===== src/rtl/count_high_bit_stream.sv =====
// count_high_bit_stream
//
// Purpose:
//   Streaming, pipelined high-bit counter for the EyeTracker pixel path.
//   Each valid input word gets a popcount of its set bits (iMODE=0) or its
//   clear bits (iMODE=1). The result appears exactly two cycles after the
//   word is presented. Counts of words framed by iFIRST/iLAST are summed
//   into a saturating group total, which feeds the center-of-gravity
//   calculation.
//
// Ports:
//   iCLK         clock, rising edge
//   iRST_N       asynchronous active-low reset
//   iVALID       qualifies iBIT/iFIRST/iLAST/iMODE (no backpressure)
//   iBIT         data word, BIT_WIDTH bits
//   iFIRST       word opens a group
//   iLAST        word closes a group
//   iMODE        0 = count ones, 1 = count zeros
//   oWORD_VALID  per-word result strobe
//   oWORD_COUNT  per-word count, $clog2(BIT_WIDTH)+1 bits
//   oACC_VALID   one-cycle group-complete strobe
//   oACC_COUNT   saturating group total, held between strobes
//   oACC_OVF     group saturated, held with oACC_COUNT
//   oDROP        one-cycle pulse: an open group was discarded by a new iFIRST

module count_high_bit_stream #(
  parameter int BIT_WIDTH   = 32,
  parameter int CHUNK_WIDTH = 8,
  parameter int ACC_WIDTH   = 20
) (
  input  logic                         iCLK,
  input  logic                         iRST_N,
  input  logic                         iVALID,
  input  logic [BIT_WIDTH-1:0]         iBIT,
  input  logic                         iFIRST,
  input  logic                         iLAST,
  input  logic                         iMODE,
  output logic                         oWORD_VALID,
  output logic [$clog2(BIT_WIDTH):0]   oWORD_COUNT,
  output logic                         oACC_VALID,
  output logic [ACC_WIDTH-1:0]         oACC_COUNT,
  output logic                         oACC_OVF,
  output logic                         oDROP
);

  localparam int CNT_WIDTH   = $clog2(BIT_WIDTH) + 1;
  localparam int NUM_CHUNKS  = (BIT_WIDTH + CHUNK_WIDTH - 1) / CHUNK_WIDTH;
  localparam int CHUNK_CNT_W = $clog2(CHUNK_WIDTH) + 1;
  localparam int PAD_WIDTH   = NUM_CHUNKS * CHUNK_WIDTH;
  localparam int SUM_WIDTH   = ACC_WIDTH + 1;

  typedef enum logic {
    CLOSED = 1'b0,
    OPEN   = 1'b1
  } state_t;

  logic [BIT_WIDTH-1:0]   mode_word;
  logic [PAD_WIDTH-1:0]   padded;
  logic [CHUNK_CNT_W-1:0] chunk_acc;
  logic [CHUNK_CNT_W-1:0] chunk_cnt [NUM_CHUNKS];

  logic [CHUNK_CNT_W-1:0] s1_cnt [NUM_CHUNKS];
  logic                   s1_valid;
  logic                   s1_first;
  logic                   s1_last;

  logic [CNT_WIDTH-1:0]   word_cnt;
  logic [SUM_WIDTH-1:0]   sum_ext;
  logic [ACC_WIDTH-1:0]   next_acc;
  logic                   next_ovf;

  state_t                 state;
  logic [ACC_WIDTH-1:0]   acc;
  logic                   ovf;

  // Stage 1 combinational: the mode inversion happens before padding, so
  // the zero fill of a partial last chunk is never counted in either mode.
  always_comb begin
    mode_word = iMODE ? ~iBIT : iBIT;
    padded = '0;
    padded[BIT_WIDTH-1:0] = mode_word;
    chunk_acc = '0;
    for (int i = 0; i < NUM_CHUNKS; i++) begin
      chunk_acc = '0;
      for (int j = 0; j < CHUNK_WIDTH; j++) begin
        chunk_acc = chunk_acc + CHUNK_CNT_W'(padded[i*CHUNK_WIDTH + j]);
      end
      chunk_cnt[i] = chunk_acc;
    end
  end

  // Stage 1 registers: partial counts plus the qualified framing flags.
  // Flags are masked with iVALID so idle cycles can never frame a group.
  always_ff @(posedge iCLK or negedge iRST_N) begin
    if (!iRST_N) begin
      s1_valid <= 1'b0;
      s1_first <= 1'b0;
      s1_last  <= 1'b0;
      for (int i = 0; i < NUM_CHUNKS; i++) begin
        s1_cnt[i] <= '0;
      end
    end else begin
      s1_valid <= iVALID;
      s1_first <= iVALID & iFIRST;
      s1_last  <= iVALID & iLAST;
      if (iVALID) begin
        for (int i = 0; i < NUM_CHUNKS; i++) begin
          s1_cnt[i] <= chunk_cnt[i];
        end
      end
    end
  end

  // Stage 2 combinational: word total and the candidate group total.
  // A first word restarts the group; otherwise add with saturation, and the
  // carry out of the widened sum marks the overflow.
  always_comb begin
    word_cnt = '0;
    for (int i = 0; i < NUM_CHUNKS; i++) begin
      word_cnt = word_cnt + CNT_WIDTH'(s1_cnt[i]);
    end
    sum_ext = {1'b0, acc} + SUM_WIDTH'(word_cnt);
    if (s1_first) begin
      next_acc = ACC_WIDTH'(word_cnt);
      next_ovf = 1'b0;
    end else if (sum_ext[ACC_WIDTH]) begin
      next_acc = '1;
      next_ovf = 1'b1;
    end else begin
      next_acc = sum_ext[ACC_WIDTH-1:0];
      next_ovf = ovf;
    end
  end

  // Stage 2 registers and group state machine. Accumulation and reporting
  // share this stage, so the group strobe lines up with the last word's
  // own result strobe and no extra cycle is spent.
  always_ff @(posedge iCLK or negedge iRST_N) begin
    if (!iRST_N) begin
      state       <= CLOSED;
      acc         <= '0;
      ovf         <= 1'b0;
      oWORD_VALID <= 1'b0;
      oWORD_COUNT <= '0;
      oACC_VALID  <= 1'b0;
      oACC_COUNT  <= '0;
      oACC_OVF    <= 1'b0;
      oDROP       <= 1'b0;
    end else begin
      oWORD_VALID <= s1_valid;
      oACC_VALID  <= 1'b0;
      oDROP       <= 1'b0;
      if (s1_valid) begin
        oWORD_COUNT <= word_cnt;
        if (s1_first || state == OPEN) begin
          acc <= next_acc;
          ovf <= next_ovf;
        end
        if (s1_first && state == OPEN) begin
          oDROP <= 1'b1;
        end
        if (s1_last && (s1_first || state == OPEN)) begin
          oACC_VALID <= 1'b1;
          oACC_COUNT <= next_acc;
          oACC_OVF   <= next_ovf;
          state      <= CLOSED;
        end else if (s1_first) begin
          state <= OPEN;
        end
      end
    end
  end

endmodule


===== config.mk =====
export PLATFORM = sky130hd
export DESIGN_NAME = count_high_bit_stream
export DESIGN_NICKNAME = d
export VERILOG_FILES = /design/src/rtl/count_high_bit_stream.sv
export SDC_FILE = /design/constraint.sdc
export NUM_CORES = 1
export LEC_CHECK = 0
export CELL_PAD_IN_SITES_DETAIL_PLACEMENT = 1
export CELL_PAD_IN_SITES_GLOBAL_PLACEMENT = 1
export CORE_UTILIZATION = 46
export DETAILED_ROUTE_END_ITERATION = 6
export PLACE_DENSITY = 0.85
export RECOVER_POWER = 100
export SYNTH_ARGS = -nofsm -noshare
export SYNTH_HDL_FRONTEND = slang
export SYNTH_SLANG_ARGS = --single-unit

===== constraint.sdc =====
create_clock -name iCLK -period 6.8 [get_ports iCLK]
set_clock_uncertainty 0.1 [all_clocks]
set_input_delay 0.68 -clock iCLK [delete_from_list [all_inputs] [get_ports iCLK]]
set_output_delay 0.68 -clock iCLK [all_outputs]
set_load 0.03 [all_outputs]

# --- After elaboration in Yosys (flattened, before gate mapping) ---
# Cells that the tools add are included.
word_totals:
  ff_bits: 71
  latchBits: 0
  ram_bits: 0
  rom_bits: 0
  input_bits: 38
  output_inout_bits: 30
  n_memories: 0
op_classes:
  addsub: 32
  multipliers: 0
  div_mod_pow: 0
  order_cmp: 0
  eq_ne: 0
  shift: 0
  muxes: 11
  n_bitwise: 3
  reduce_logical: 7
ops:
  columns: ["operator", "count"]
  rows:
  - ["adder 4 x 1 -> 4 bit", 16]
  - ["2-to-1 mux 20 bit", 2]
  - ["2-to-1 mux 32 bit", 1]
  - ["NOT 32 bit", 1]
  - ["adder 20 x 6 -> 21 bit", 1]
  - ["adder 3 x 1 -> 4 bit", 4]
  - ["adder 2 x 1 -> 3 bit", 4]
  - ["adder 1 x 1 -> 2 bit", 4]
  - ["2-to-1 mux 1 bit", 8]
  - ["adder 5 x 4 -> 6 bit", 1]
  - ["adder 6 x 4 -> 6 bit", 1]
  - ["AND reduction 2 bit", 3]
  - ["adder 4 x 4 -> 5 bit", 1]
  - ["AND 1 bit", 2]
  - ["logical AND 1 bit", 2]
  - ["nonzero test 2 bit", 1]
  - ["logical OR 1 bit", 1]

# --- Depth between registers and ports, before layout ---
# Gate-level depths: netlist of the first run.
logic_depth:
  word_depth: 9
  depth_mapped: 16

# --- Least setup slack after synthesis of the first run ---
# No wires, ideal clock.
synth_timing:
  path_kind: "register to register"
  start: "reg s1_cnt[5] (netlist name)"
  end: "reg acc[10]"
  setup_ns: 0.078
  arrival_time_ns: 3.937
  t_required_ns: 6.622
  path_slack_ns: 2.685
  stages_incl_launch_ff: 16
  path_buffers: 1
  period_less_slack_ns: 4.115
  cell_sequence: "dfrtp_1 > inv_1 > fa_1 > fa_1 > inv_1 > ha_1 > fa_1 > a21o_1 > a21oi_1 > inv_1 > ha_1 > buf_2 > o2111ai_4 > a2111oi_0 > mux2i_1 > o2bb2ai_1"
synth_via:
  elab_chain_cells: 5
synth_lines:
  columns: ["item", "line", "rtl"]
  rows:
  - ["start, declared", "62", "logic [CHUNK_CNT_W-1:0] s1_cnt [NUM_CHUNKS];"]
  - ["start signal, assigned by index", "108", "s1_cnt[i] <= chunk_cnt[i];"]
  - ["adder 5 x 4 -> 6 bit", "120", "word_cnt = word_cnt + CNT_WIDTH'(s1_cnt[i]);"]
  - ["adder 6 x 4 -> 6 bit", "120", null]
  - ["named net word_cnt[5]", "67", "logic [CNT_WIDTH-1:0] word_cnt;"]
  - ["adder 20 x 6 -> 21 bit", "122", "sum_ext = {1'b0, acc} + SUM_WIDTH'(word_cnt);"]
  - ["2-to-1 mux 20 bit", "126", "end else if (sum_ext[ACC_WIDTH]) begin"]
  - ["2-to-1 mux 20 bit", "123", "if (s1_first) begin"]
  - ["end signal, assigned", "156", "acc <= next_acc;"]
  - ["end, declared", "73", "logic [ACC_WIDTH-1:0] acc;"]
# The timed path passes the listed nets, and every way through them passes these cells.
# A chain may end at the register's enable or synchronous reset.

# --- Worst setup path in the final report of the first run ---
layout_timing:
  start: "reg s1_cnt[9] (netlist name)"
  end: "reg acc[7]"
layout_via:
  elab_chain_cells: 6
layout_lines:
  columns: ["item", "line"]
  rows:
  - ["adder 4 x 4 -> 5 bit", "120"]
  - ["adder 5 x 4 -> 6 bit", "120"]
  - ["adder 6 x 4 -> 6 bit", "120"]
  - ["named net word_cnt[5]", "67"]
  - ["adder 20 x 6 -> 21 bit", "122"]
  - ["2-to-1 mux 20 bit", "126"]
  - ["2-to-1 mux 20 bit", "123"]
# The timed path passes the listed nets, and every way through them passes these cells.

==> reports/results.tsv, run 1 <==
metric	value	unit
Die X	104	microns
routed vias/inst	5.73	
Buffers on Ports	67	
CP arrival	5910	ps
Seq cells post-synth	71	
Setup crit end kind	flip-flop	
RSZ-0062 raised after global routing	no	
top-level port count	68	
CORE AREA	9860	sq um
xor and xnor area share after synthesis	0.0831	
largest net degree at the start of global routing	72	
Final Hold Vio Count	0	
Vias	3837	
# diodes	0	
Setup Total Neg Slack	0	ps
WL final	13.2	mm
Net Count, Synth	560	
failing checks	capacitance limit, slew limit	
CTS tree	built	
crit-path cells	inv_1 -> fa_1 -> fa_1 -> inv_1 -> ha_1 -> fa_1 -> a21o_1 -> a21oi_1 -> inv_1 -> ha_1 -> o2111ai_1 -> a211oi_2 -> o21ai_0 -> a221oi_2	
syn avg cell area	10.0	sq um
HP Class	reg -> reg	
htree depth	3	
share of layout cells above drive strength 1	0.0633	
drt drc	0	
DR pass1 iterations	6	
Post-Synthesis Cells	474	
Skew-Pair Late Insertion Delay	370	ps
CP Data Required Time	6970	ps
Die ar.	10700	sq um
DR iter-0 viols	237	
Crit path buffers/inverters	3	
initial antenna violation count	0	
Die Ht	104	microns
WL per Instance	19.7	microns
Slew Limit Headroom	-1.58	
Final nets	618	
HPWL Detailed	9.90	mm
Global Route Usage Sum	0.265	
Synth Area in Simple Gates	0.121	
vias in the first global route	4315	
max_cap viols	2	
Finish-stage setup viols	0	
Synth warnings	0	
fin crit period	5740	ps
Routability Congestion	0.861	
largest family of logic cells by synthesized area	compound AO/OA/AOI/OAI gates	
critical path launch point type	flip-flop	
Post-Synth Adder-Cell Area	0.166	
ys async rst share	1.00	
Cell Area, Synth	4740	sq um
final period utilization	0.844	
cells on worst reg2reg path	14	
first-pass GRT wire length	22.0	mm
Slew Viols, Final	96	
clk buf depth	2	
CP max stage cell	a211oi_2	
Most used DFF post-synth	dfrtp_1	
Largest stage delay, worst path	1420	ps
hold bufs inserted after CTS	0	
Clk Tree Root Cell	clkbuf_8	
post-CTS setup buffers	0	
Hold Path Cell Cnt	2	
initial core utilization	0.481	
GRT Residual Overflow	0	
worst-margin pin slew	3880	ps
Worst path depth	14	
status	finished, violations left	
Crit Path Max Fanout	23	
Area Overhead vs Synth	20.8	%
EDFF count, synth	0	
Std-Cell Rows	36	
Clock Pin Slew Worst Setup and Hold Paths	80	ps
maximum clock frequency	174	MHz
TritonCTS Buffers	9	
post-synthesis mux area share	0.0274	
Antenna Violating Nets Remaining	0	
Crit path max-delay family	compound AO/OA/AOI/OAI gates	
Sink Count	71	
register area share after synthesis	0.374	
Compound-Gate Fraction of Synth Area	0.176	
post-CTS sizing	0	
post-synth cell types	56	
critical path class	reg -> reg	
-- flip-flops by register name (all words and copies together) (netlist names) --
| name | flops |
|---|---|
| acc | 20 |
| oACC_COUNT | 20 |
| oACC_OVF | 1 |
| oACC_VALID | 1 |
| oDROP | 1 |
| oWORD_COUNT | 6 |
| oWORD_VALID | 1 |
| ovf | 1 |
| s1_cnt | 16 |
| s1_first | 1 |
| s1_last | 1 |
| s1_valid | 1 |
| state | 1 |
-- path summary, 6_finish.rpt --
path / from / end / slack [ps]
worst min-delay path: oACC_COUNT[2] / oACC_COUNT[2] / 380
worst min register to register: oACC_COUNT[2] / oACC_COUNT[2] / 380
worst max register to register: s1_cnt[9] / acc[7] / 1060
max in group asynchronous: iRST_N / s1_cnt[8] / 2760
worst max-delay path: s1_cnt[9] / acc[7] / 1060
min in group asynchronous: iRST_N / acc[19] / 1660
-- cells in the final DEF, fill, tap and decap left out, drive strengths merged, types with 3 or more instances in the layout --
cell type,Yosys,final
a211oi,7,7
a21o,5,5
a21oi,35,35
a22oi,4,4
a41o,5,5
and2,3,3
and3,6,6
bufinv,0,5
clkbuf,16,14
clkdlybuf4s50,0,34
dfrtp,71,71
dlygate4sd3,0,32
fa,25,25
ha,23,23
inv,35,35
mux2,8,8
mux2i,4,4
nand2,44,44
nand3,12,12
nand4,6,6
nor2,25,25
nor2b,3,3
nor3,10,10
o211ai,4,4
o21ai,30,30
o22ai,6,6
o31ai,5,5
xnor2,10,10
xor2,35,35
-- cell usage after synthesis (8+ instances only) --
| cell | instances | area [sq um] |
|---|---|---|
| ha_1 | 23 | 288 |
| a21oi_1 | 34 | 170 |
| nand2_1 | 44 | 165 |
| fa_1 | 25 | 500 |
| nand3_1 | 11 | 55.1 |
| o21ai_0 | 29 | 145 |
| dfrtp_1 | 71 | 1780 |
| inv_1 | 35 | 131 |
| nor3_1 | 10 | 50.1 |
| xor2_1 | 35 | 307 |
| xnor2_1 | 10 | 87.6 |
| mux2_2 | 8 | 90.1 |
| nor2_1 | 25 | 93.8 |
| clkbuf_1 | 16 | 60.1 |
-- kinds of logic (layout without fill, tap and decap cells) --
kind of cell    Yosys count  after routing
flops                    71             71
compound gates          119            119
mux                      12             12
xor+xnor                 45             45
fa+ha+maj                48             48
buf+inv                  60            123
simple gates            119            119
-- tightest hold or removal path, stage by stage (launching register included) --
cell	delay (ps)
dfrtp_1	340
nand2_1	50
o21ai_0	60
-- layer usage --
layer,routed length (microns),track usage,up-vias
met5,0,0,-
met1,5210,0.317,1920
met4,378,0.119,0
met3,643,0.0453,27
li1,-,-,1767
met2,6990,0.468,123
-- through the flow --
step	area (sq um)	worst slack, ps	std cells	hold WS, ps	util
2_1_floorplan	4740	2690	474	284	-
3_3_place_gp	5500	1940	654	360	0.557
3_5_place_dp	5500	1670	654	374	0.557
4_1_cts	5790	1720	670	391	0.587
5_1_grt	5730	836	670	403	0.581
6_report	5730	1060	670	379	0.581
-- final cells by class --
| cell class | instances | area [sq um] |
|---|---|---|
| Sequential cell | 71 | 1780 |
| Clock buffer | 10 | 138 |
| Multi-Input combinational cell | 343 | 2680 |
| Tap cell | 133 | 166 |
| Fill cell | 1087 | 4130 |
| Clock inverter | 6 | 155 |
| Timing Repair Buffer | 72 | 688 |
| Inverter | 35 | 131 |
Power of run 1 is left out: the tool's default activity adds up to more than one toggle a clock period on the data nets, which glitch-free logic cannot reach.
==> run 2, diff against run 1 <==
--- a/config.mk
+++ b/config.mk
@@ -7,9 +7,9 @@
 export LEC_CHECK = 0
 export CELL_PAD_IN_SITES_DETAIL_PLACEMENT = 1
 export CELL_PAD_IN_SITES_GLOBAL_PLACEMENT = 1
-export CORE_UTILIZATION = 46
+export CORE_UTILIZATION = 39
 export DETAILED_ROUTE_END_ITERATION = 6
-export PLACE_DENSITY = 0.85
+export PLACE_DENSITY = 0.76
 export RECOVER_POWER = 100
 export SYNTH_ARGS = -nofsm -noshare
 export SYNTH_HDL_FRONTEND = slang
==> constraint.sdc (replaced) <==
create_clock -name iCLK -period 4.7 [get_ports iCLK]
set_clock_uncertainty 0.1 [all_clocks]
set_input_delay 0.47 -clock iCLK [delete_from_list [all_inputs] [get_ports iCLK]]
set_output_delay 0.47 -clock iCLK [all_outputs]
set_load 0.03 [all_outputs]
==> run 2 against run 1 <==
Effect of this change:
- the run ends with DRC, capacitance limit, slew limit left
- worst hold slack worse by 100 ps
- sequential share of layout area down 0.66 points
- critical path depth unchanged
- fmax up 29%
- die area up 18%
- clock-buffer cell count down 1
==> reports/results.tsv, run 2 (synthesis gave the netlist of run 1 again) <==
metric	value	unit	change
status	finished, violations left		
failing checks	DRC, capacitance limit, slew limit		
min-delay src	s1_valid		
drt drc	2		+2
DR iter-0 viols	203		-14%
Finish-stage setup viols	0		unchanged
Clock Pin Slew Worst Setup and Hold Paths	60	ps	-20 ps
# diodes	0		unchanged
critical path class	reg -> reg		
worst hold endpoint	oWORD_VALID		
final instance area	5860	sq um	+2.2%
clk buf depth	2		unchanged
Vias	3746		-2.4%
initial core utilization	0.409		-0.0724
fin crit period	4460	ps	-1270 ps
routed vias/inst	5.44		-4.9%
HPWL Detailed	9.42	mm	-4.8%
Setup WS pre-CTS	189	ps	-1480 ps
Crit path max-delay family	adder cells		
CTS tree	built		
CP max stage cell	fa_1		
CP arrival	4590	ps	-1320 ps
HP Class	reg -> reg		
Largest regs	acc x20, oACC_COUNT x20, s1_cnt x16		
placed cells	670		+2.4%
Setup Total Neg Slack	0	ps	unchanged
Crit path buffers/inverters	4		+1
Routability Congestion	0.873		+1.4%
GRT Residual Overflow	0		unchanged
CP Data Required Time	4820	ps	-2150 ps
worst-margin pin slew	2140	ps	-1730 ps
dpl cell area	5570	sq um	+1.3%
Antenna Violating Nets Remaining	0		unchanged
Die X	112	microns	+8.4%
Setup crit end kind	flip-flop		
top-level port count	68		unchanged
Std-Cell Rows	39		+8.3%
first-pass GRT wire length	21.1	mm	-4.4%
Clk Tree Root Cell	clkbuf_16		
commonest non-fill, non-tap cells in the layout	dfrtp_1 (71), nand2_1 (44), xor2_1 (35), inv_1 (35), clkdlybuf4s50_1 (34)		
Slew Viols, Final	74		-23%
htree depth	3		unchanged
final period utilization	0.950		+0.106
Hold Path Cell Cnt	0		-2
Sink Count	71		unchanged
Largest stage delay, worst path	510	ps	-910 ps
post-route setup slack	236	ps	-825 ps
Metal-1 WL	5.48	mm	+5.2%
Slew Limit Headroom	-0.430		+1.15
Cell Count, Final, Fillers Out	688		+2.7%
met2 WL	6.29	mm	-9.9%
crit-path cells	inv_1 -> fa_1 -> fa_1 -> inv_1 -> ha_1 -> fa_1 -> xnor2_1 -> inv_1 -> ha_1 -> o2111ai_4 -> a211oi_4 -> buf_4 -> nor2_1 -> a221oi_1		
Final Hold Vio Count	0		unchanged
critical path launch point type	flip-flop		
Skew-Pair Late Insertion Delay	340	ps	-30 ps
Global Route Usage Sum	0.215		-0.0503
reg2reg end	acc[7]		
Worst R2R Start	s1_cnt[5]		
WL per Instance	18.1	microns	-8.5%
Area Overhead vs Synth	23.4	%	
hold bufs inserted after CTS	0		unchanged
Final nets	626		+1.3%
share of layout cells above drive strength 1	0.0844		+0.0211
TritonCTS Buffers	9		unchanged
Top Layer Used	met4		
Die ar.	12600	sq um	+18%
metal3 WL	524	microns	-19%
cells on worst reg2reg path	14		unchanged
most common cell after layout, fill and taps aside	dfrtp_1		
RSZ-0062 raised after global routing	no		
WL final	12.4	mm	-6.0%
DR pass1 iterations	6		unchanged
initial antenna violation count	0		unchanged
Buffers on Ports	67		unchanged
vias in the first global route	4130		-4.3%
CORE AREA	11600	sq um	+18%
max_cap viols	2		unchanged
largest net degree at the start of global routing	40		-44%
Crit Path Max Fanout	10		-57%
Die Ht	112	microns	+8.4%
maximum clock frequency	224	MHz	+29%
reg2reg setup slack	240	ps	-830 ps
[run 2: changes by cell type in the layout (fill, tap and decap cells not counted), sizes merged]
cell / previous run / this run
buf: 2 / 8
bufinv: 5 / 1
clkinv: 1 / 3
clkinvlp: 0 / 2
clkbuf: 14 / 15
inv: 35 / 36
[run 2: worst register-to-register path, delay by kind of cell (launching register included)]
| family | cells | cell delay (ps) |
|---|---|---|
| adder cells (fa/ha/maj) | 5 | 1990 |
| AO/OA/AOI/OAI | 3 | 1010 |
| buffers and inverters | 4 | 460 |
| XOR/XNOR | 1 | 380 |
| flip-flops | 1 | 360 |
| AND/OR/NAND/NOR | 1 | 60 |
[run 2: repair_timing]
| item | CTS | global route |
|---|---|---|
| setup endpoints to repair | 0 | 24 |
| setup buffers | 0 | 2 |
| gates resized for setup | 0 | 3 |
[run 2: worst max-delay path by stage]
stage                          from       endpoint  slack (ps)  cells after the start
final                     s1_cnt[5]         acc[7]         240                     14
after global placement    s1_cnt[5]         acc[2]         360                     15
after CTS                 s1_cnt[5]        acc[10]         110                     14
after global routing      s1_cnt[2]  oACC_COUNT[5]          30                     15
after detailed placement  s1_cnt[5]         acc[2]         190                     15
after floorplan           s1_cnt[5]        acc[10]         590                     15
[run 2: final cells by class]
cell class | count | area, sq um
Clock buffer | 9 | 225
Clock inverter | 7 | 72.6
Fill cell | 1292 | 5760
Inverter | 35 | 131
Multi-Input combinational cell | 343 | 2720
Sequential cell | 71 | 1780
Tap cell | 143 | 179
Timing Repair Buffer | 80 | 749
[run 2: per-stage QoR]
stage	util	hold slack, ps
6_report	0.504	277
3_3_place_gp	0.479	267
4_1_cts	0.505	143
5_1_grt	0.504	289
2_1_floorplan	-	74.4
3_5_place_dp	0.479	266
[run 2: routing by layer]
metal	track usage	up-vias
li1	-	1778
met1	0.273	1863
met2	0.378	92
met3	0.0362	13
met4	0.0613	0
met5	0	-
Power of run 2 is left out for the same reason.
